$ cat config.mk
export PLATFORM = sky130hd
export DESIGN_NAME = jk_mod_counter_flat
export DESIGN_NICKNAME = d
export VERILOG_FILES = /design/src/rtl/jk_mod_counter_if.sv /design/src/rtl/jk_mod_counter.sv /design/src/flat_wrapper.sv
export SDC_FILE = /design/constraint.sdc
export NUM_CORES = 1
export LEC_CHECK = 0
export ABC_AREA = 1
export BUFFER_PORTS_ARGS = -buffer_cell sky130_fd_sc_hd__buf_2
export CAP_MARGIN = 10
export CORE_UTILIZATION = 43
export CTS_BUF_LIST = sky130_fd_sc_hd__clkbuf_4
export CTS_CLUSTER_DIAMETER = 50
export CTS_CLUSTER_SIZE = 10
export DETAILED_ROUTE_END_ITERATION = 6
export PLACE_DENSITY = 0.75
export SYNTH_ARGS = -nofsm -noshare
export SYNTH_HDL_FRONTEND = slang
export SYNTH_SLANG_ARGS = --single-unit
$ cat constraint.sdc
create_clock -name CLK -period 3.3 [get_ports CLK]
set_input_delay 0.165 -clock CLK [delete_from_list [all_inputs] [get_ports CLK]]
set_output_delay 0.165 -clock CLK [all_outputs]
set_load 0.01 [all_outputs]
$ cat src/rtl/jk_mod_counter_if.sv
`default_nettype none
// ============================================================================
// Module   : jk_mod_counter_if
// Brief    : Control/status bundle between a mod-N JK counter and its user.
//            The master drives enable/direction/load; the slave (counter)
//            returns count, complement, JK excitation and status flags.
// Revision : 1.0
// ============================================================================
interface jk_mod_counter_if #(
  parameter int W = 4
);
  logic         EN;
  logic         UP;
  logic         LD;
  logic [W-1:0] D;
  logic [W-1:0] Q;
  logic [W-1:0] QN;
  logic [W-1:0] JV;
  logic [W-1:0] KV;
  logic         TC;
  logic         CO;
  logic         ERR;

  modport master (
    output EN, UP, LD, D,
    input  Q, QN, JV, KV, TC, CO, ERR
  );

  modport slave (
    input  EN, UP, LD, D,
    output Q, QN, JV, KV, TC, CO, ERR
  );
endinterface
`default_nettype wire

$ cat src/rtl/jk_mod_counter.sv
`default_nettype none
// ============================================================================
// Module   : jk_mod_counter
// Brief    : Synchronous mod-MODULUS up/down counter with per-bit J/K
//            excitation outputs for a downstream JK cell bank, terminal
//            count, registered wrap pulse and sticky illegal-load flag.
// Revision : 1.0
// ============================================================================
module jk_mod_counter #(
  parameter int W       = 4,
  parameter int MODULUS = 10
) (
  input  wire logic         CLK,
  input  wire logic         CLR,
  jk_mod_counter_if.slave   bus
);

  // Reject moduli that cannot be represented or counted in W bits.
  generate
    if ((MODULUS < 2) || (MODULUS > (2 ** W))) begin : g_bad_modulus
      $error("jk_mod_counter: MODULUS %0d outside legal range 2..2^%0d", MODULUS, W);
    end
  endgenerate

  // Top value of the count range; with MODULUS == 2^W this is all ones.
  localparam logic [W-1:0] c_TOP     = W'(MODULUS - 1);
  localparam logic [W-1:0] c_ONE     = W'(1);
  // Load-range limit held one bit wider so MODULUS == 2^W stays representable.
  localparam logic [W:0]   c_MOD_EXT = (W + 1)'(MODULUS);

  logic [W-1:0] r_q;
  logic [W-1:0] r_qn;
  logic         r_co;
  logic         r_err;

  logic [W-1:0] w_n;
  logic         w_tc;
  logic         w_ld_bad;
  logic         w_at_top;
  logic         w_at_zero;

  assign w_at_top  = (r_q == c_TOP);
  assign w_at_zero = (r_q == '0);

  // Next-state selection: load beats count, count beats hold.
  always_comb begin
    w_n      = r_q;
    w_tc     = 1'b0;
    w_ld_bad = 1'b0;
    if (bus.LD) begin
      if ({1'b0, bus.D} < c_MOD_EXT) begin
        w_n = bus.D;
      end else begin
        w_n      = '0;
        w_ld_bad = 1'b1;
      end
    end else if (bus.EN) begin
      if (bus.UP) begin
        w_tc = w_at_top;
        w_n  = w_at_top ? '0 : (r_q + c_ONE);
      end else begin
        w_tc = w_at_zero;
        w_n  = w_at_zero ? c_TOP : (r_q - c_ONE);
      end
    end
  end

  // State registers; the JK bank downstream resets to zero alongside these.
  always_ff @(posedge CLK or negedge CLR) begin
    if (!CLR) begin
      r_q   <= '0;
      r_qn  <= '1;
      r_co  <= 1'b0;
      r_err <= 1'b0;
    end else begin
      r_q   <= w_n;
      r_qn  <= ~w_n;
      r_co  <= w_tc;
      r_err <= r_err | w_ld_bad;
    end
  end

  // Set only bits that rise, reset only bits that fall; others hold (J=K=0).
  assign bus.JV  = w_n & ~r_q;
  assign bus.KV  = ~w_n & r_q;
  assign bus.TC  = w_tc;
  assign bus.Q   = r_q;
  assign bus.QN  = r_qn;
  assign bus.CO  = r_co;
  assign bus.ERR = r_err;

endmodule
`default_nettype wire

$ cat src/flat_wrapper.sv
// flat-port wrapper written by rule: the top's interface ports become plain ports
module jk_mod_counter_flat 
#(
  parameter int W       = 4,
  parameter int MODULUS = 10
)
  (CLK, CLR, bus_EN, bus_UP, bus_LD, bus_D, bus_Q, bus_QN, bus_JV, bus_KV, bus_TC, bus_CO, bus_ERR);
  jk_mod_counter_if #(.W(W)) bus_i ();
  input  wire logic CLK;
  input  wire logic CLR;
  input wire logic [$bits(bus_i.EN)-1:0] bus_EN;
  input wire logic [$bits(bus_i.UP)-1:0] bus_UP;
  input wire logic [$bits(bus_i.LD)-1:0] bus_LD;
  input wire logic [$bits(bus_i.D)-1:0] bus_D;
  output wire logic [$bits(bus_i.Q)-1:0] bus_Q;
  output wire logic [$bits(bus_i.QN)-1:0] bus_QN;
  output wire logic [$bits(bus_i.JV)-1:0] bus_JV;
  output wire logic [$bits(bus_i.KV)-1:0] bus_KV;
  output wire logic [$bits(bus_i.TC)-1:0] bus_TC;
  output wire logic [$bits(bus_i.CO)-1:0] bus_CO;
  output wire logic [$bits(bus_i.ERR)-1:0] bus_ERR;
  assign bus_i.EN = bus_EN;
  assign bus_i.UP = bus_UP;
  assign bus_i.LD = bus_LD;
  assign bus_i.D = bus_D;
  assign bus_Q = bus_i.Q;
  assign bus_QN = bus_i.QN;
  assign bus_JV = bus_i.JV;
  assign bus_KV = bus_i.KV;
  assign bus_TC = bus_i.TC;
  assign bus_CO = bus_i.CO;
  assign bus_ERR = bus_i.ERR;
  jk_mod_counter #(.W(W), .MODULUS(MODULUS)) u_core (.CLK(CLK), .CLR(CLR), .bus(bus_i));
endmodule
== Word level (Yosys, flattened, before mapping) ==
Cells that the tools add are included.

* Register bits after elaboration: 10
* Output and inout bits: 19

* Add/subtract/negate cells: 2
* Magnitude comparators: 1
* Equal/unequal tests: 1
* Muxes and demuxes: 11
* Bitwise operators: 5
* Reductions and logical operators: 1

{| class="wikitable"
|+ Operators with widths
! cell !! count
|-
| 2-to-1 mux 4 bit || 6
|-
| bitwise AND 4 bit || 2
|-
| NOT 4 bit || 2
|-
| 2-to-1 mux 1 bit || 5
|-
| adder 4 x 1 -> 4 bit (second input constant) || 1
|-
| equality test 4 bit (second input constant) || 1
|-
| zero test 4 bit || 1
|-
| less-than comparator 4 bit (second input constant) || 1
|-
| subtractor 4 x 1 -> 4 bit (second input constant) || 1
|-
| OR 1 bit || 1
|}

== Logic depth before layout (Yosys ltp) ==
* Depth in word-level cells: 7
* Gate-level depth with buffers: 10
* Depth with buffers taken out: 9

== Worst setup path after synthesis ==
OpenSTA, ideal clock, no wires.

* Path type: reg2out
* From: register u_core.r_q[0], in the netlist u_core.bus.Q[0]
* To: output bus_KV[3]
* Arrival: 1.220 ns
* Required time: 3.135 ns
* Path slack: 1.915 ns
* Cell stages (with the launch flop): 9
* Path buffers: 1
* Cell sequence: dfrtp_1 -> buf_6 -> nor2_4 -> nand2_1 -> nand2_1 -> nand3_1 -> nand3_1 -> nand3_2 -> a21oi_1

* Cells in the longest elaborated chain, start to end: 7
* Elaborated cells between the ends (all ways): 11
* Those cells by class: add/sub (2); eq/ne (1); mux (5); bitwise (2); reduce/logical (1)

{| class="wikitable"
|+ RTL lines
! what !! RTL line !! RTL
|-
| start: declaration || jk_mod_counter.sv:31 || <nowiki>logic [W-1:0] r_q;</nowiki>
|-
| start signal: assignment || jk_mod_counter.sv:76 || <nowiki>r_q <= w_n;</nowiki>
|-
| subtractor 4 x 1 -> 4 bit (tied with other cells) || jk_mod_counter.sv:63 || <nowiki>w_n = w_at_zero ? c_TOP : (r_q - c_ONE);</nowiki>
|-
| 2-to-1 mux 4 bit (on tied branches) || jk_mod_counter.sv:63, jk_mod_counter.sv:60 ||
|-
| 2-to-1 mux 4 bit * || jk_mod_counter.sv:58 || <nowiki>if (bus.UP) begin</nowiki>
|-
| 2-to-1 mux 4 bit * || jk_mod_counter.sv:57 || <nowiki>end else if (bus.EN) begin</nowiki>
|-
| 2-to-1 mux 4 bit * || jk_mod_counter.sv:50 || <nowiki>if (bus.LD) begin</nowiki>
|-
| NOT 4 bit * || jk_mod_counter.sv:85 || <nowiki>assign bus.KV = ~w_n & r_q;</nowiki>
|-
| bitwise AND 4 bit * || jk_mod_counter.sv:85 ||
|-
| end: declaration || flat_wrapper.sv:18 || <nowiki>output wire logic [$bits(bus_i.KV)-1:0] bus_KV;</nowiki>
|}

Every way passes the cells marked *; elsewhere a longest branch is shown, timed or not.

== Worst setup path after layout ==
* From: register u_core.r_q[0], in the netlist u_core.bus.Q[0]
* To: output bus_KV[2]

* Cells in the longest elaborated chain, start to end: 7
* Elaborated cells between the ends (all ways): 11
* Those cells by class: add/sub (2); eq/ne (1); mux (5); bitwise (2); reduce/logical (1)

{| class="wikitable"
|+ RTL lines
! what !! RTL line !! RTL
|-
| subtractor 4 x 1 -> 4 bit (tied with other cells) || jk_mod_counter.sv:63 ||
|-
| 2-to-1 mux 4 bit (on tied branches) || jk_mod_counter.sv:63, jk_mod_counter.sv:60 ||
|-
| 2-to-1 mux 4 bit * || jk_mod_counter.sv:58 ||
|-
| 2-to-1 mux 4 bit * || jk_mod_counter.sv:57 ||
|-
| 2-to-1 mux 4 bit * || jk_mod_counter.sv:50 ||
|-
| net u_core.w_n[2] || jk_mod_counter.sv:36 || <nowiki>logic [W-1:0] w_n;</nowiki>
|-
| NOT 4 bit * || jk_mod_counter.sv:85 ||
|-
| bitwise AND 4 bit * || jk_mod_counter.sv:85 ||
|}

Mark *: on every way through the listed nets, which the timed path passes. The rest lies on a longest branch.

==> results.md <==
- Status: completed
- Most frequent cells in the layout: 27 x buf_2, 17 x nand2_1, 9 x nor2_1
- Max Clock Freq: between 500 and 600 MHz
- Cts hold-fix bufs: 1
- Yosys cell types: 22
- CP Launch Type: flop
- DRT antenna net count: 0
- Hold Path End: u_core.bus.CO
- Port Buf Inserts: 27
- Nets: 120
- Synth area leader: dfrtp_1
- Worst Path Arrival: between 1.5 and 2 ns
- CTS Buffer Depth: 2
- Comb power frac: between 30% and 40%
- Tot Pwr: about 370 uW
- # setup viols final: 0
- Worst Tran Pin Value: around 0.34 ns
- Share of cells above drive strength 1: a little under half
- Crit end category: output pin
- Avg Cell Area, Syn: between 7 and 8 um^2
- Post-cts resize count: 0
- Worst R2R Setup Slack: between 1.5 and 2 ns
- Crit Path Class: reg2out
- Vias in the first global route: between 500 and 600
- Share of power burned in registers: between 40% and 50%
- RSZ-0062 raised after global routing: no
- Worst VDD drop: 0.000314 V
- TritonCTS buffer count: 3
- Pwr Density: 467 nW/um^2
- Die area: between 1500 and 2000 um^2
- CTS tree: yes
- Share of total power in the clock network: a little over a quarter
- Start point of the worst hold path: bus_LD
- Num ports: 28
- Initial Util: 47.0%
- Max_slew headroom: between 70% and 80%
- Worst-skew pair later-pin latency: 0.27 ns
- Area delta synth->final: 28.3%
- NetSw: 133 uW
- Die Ht: between 30 and 40 um
- Initial antenna violation count: 0
- Crit-path max FO: 9
- Switch share: 35.8%
- H-tree depth: 1
- Hold Path Class: in2reg
- Clock Sinks: 10
- R2r endpoint: u_core.bus.Q[3]
- Yosys reg bits: 10
- Util after Layout: 60.3%
- Syn. warnings: 0
- Post-CTS Setup Bufs: 0
- Fin crit share: approximately 56%
- WL/cell: about 12 um
- Final hold viol count: 0
- Clk pin slew, worst setup/hold paths: 0.08 ns
- Worst r2r src: u_core.bus.Q[0]
- GR Overflow Total: 0
- First-pass GRT wire length: 2370 um
- Cell count after synthesis: 80
- Sequential-to-total area share from yosys stat: 41.2%
- First-pass DRT Iterations: 4
- Rows: 13
- Dpl hpwl: about 1200 um
- 1st-iter DRT viols: 17
- DR vias: between 600 and 700
- Placer Congestion: 0.951
- Synthesized net count: 89
- Antenna diodes: 0
- DRT Wirelength: about 1500 um
- Synthesized area: 619 um^2
- Minimum clock period: between 1.5 and 2 ns
- Core box area: roughly 1300 um^2
- Die W: roughly 40 um
- Leak Pwr: 0.000431 uW
- Largest net degree at the start of global routing: 11
- Vias per std cell: approximately 5.0
- Internal power: 238 uW
- Max-slew violation count: 0
- Crit path from: u_core.bus.Q[0]
- CTS root buffer: clkbuf_4
- Synth top area share: between 20% and 30%
- Hold Path Depth: 2
- Max-cap violations: 0
- Final setup TNS: 0 ns
- FF-to-FF path depth: 8
- Worst Path Required: ~3.1 ns
- Largest cells by area after synthesis: dfrtp_1 24%, dfstp_2 17%, nand2_1 10%
- GRT Total Usage: roughly 22%
- DRC: 0
- Commonest non-fill, non-tap cell in the layout: buf_2
- Min Hold Slack: about 0.12 ns
- Final Skew: 0.0162 ns
through the flow:
| stage | instance area [um^2] | worst slack (ns) | instances |
|---|---|---|---|
| floorplan | 619 | 1.91 | 80 |
| global placement | 754 | 1.75 | 120 |
| detailed placement | 754 | 1.77 | 120 |
| CTS | 795 | 1.46 | 125 |
| global route | 795 | 1.31 | 125 |
| finish | 795 | 1.45 | 125 |
synthesized netlist by cell type:
library cell and instances:
a21oi_1 3, a21oi_2 1, buf_4 1, buf_6 1, dfrtp_1 6, dfstp_2 4
inv_1 7, inv_2 4, inv_4 1, nand2_1 17, nand2_2 2, nand2_4 1
nand3_1 8, nand3_2 3, nand4_1 2, nor2_1 9, nor2_2 1, nor2_4 2
o21ai_0 2, o21ai_1 3, o21bai_1 1, xnor2_1 1
sequential cells by signal (all words and copies together) (netlist names):
register / flops
u_core.bus.QN: 4
u_core.bus.Q: 4
u_core.bus.CO: 1
u_core.bus.ERR: 1
worst max-delay path, cell delays in order, from the launching register on:
cell and delay [ns]:
dfrtp_1 0.51, nor2_4 0.21, nand2_1 0.09, o21ai_1 0.14, nand2_1 0.08, nand3_2 0.09, nand2_4 0.07, inv_4 0.07
nor2_4 0.03, buf_2 0.13
kinds of logic (layout without fill, tap and decap cells):
logic type / count (synthesis) / after routing / share of synthesized area (%)
buffers and inverters: 14 / 44 / 10.7
and+or+nand+nor: 45 / 45 / 37.6
xor gates and xnor gates: 1 / 1 / 1.41
AOI/OAI and AO/OA: 10 / 10 / 9.09
DFF: 10 / 10 / 41.2
worst max-delay path by stage:
| stage | slack, ns | endpoint |
|---|---|---|
| 6_report | 1.45 | bus_KV[2] |
| 3_3_place_gp | 1.75 | bus_KV[3] |
| 3_5_place_dp | 1.77 | bus_KV[2] |
| 4_1_cts | 1.46 | bus_KV[2] |
| 2_1_floorplan | 1.91 | bus_KV[3] |
| 5_1_grt | 1.31 | bus_KV[2] |
cell type report:
type                    instances  area (um^2)
fillers                       119          523
clock buffers                   4         30.0
repair buffers                 28          145
multi-input cells              56          298
flip-flops and latches         10          255
well taps                      15         18.8
inverters                      12         47.5
power groups by stage:
| stage | Sequential (uW) | Clock [uW] | Combinational (uW) |
|---|---|---|---|
| after floorplan | 156 | 0 | 75.6 |
| after global placement | 157 | 0 | 113 |
| after detailed placement | 158 | 0 | 115 |
| after CTS | 156 | 98.0 | 116 |
| after global routing | 158 | 105 | 129 |
| final | 156 | 98.8 | 116 |
layer usage:
layer  vias up  GRT usage (%)  wire length, um
met3         2           5.56               93
li1        314              -                -
met2        33           35.5              763
met4         0           9.48               10
met5         -              0                0
met1       279           29.0              669
No activity file was read; power rests on OpenSTA's default activity.
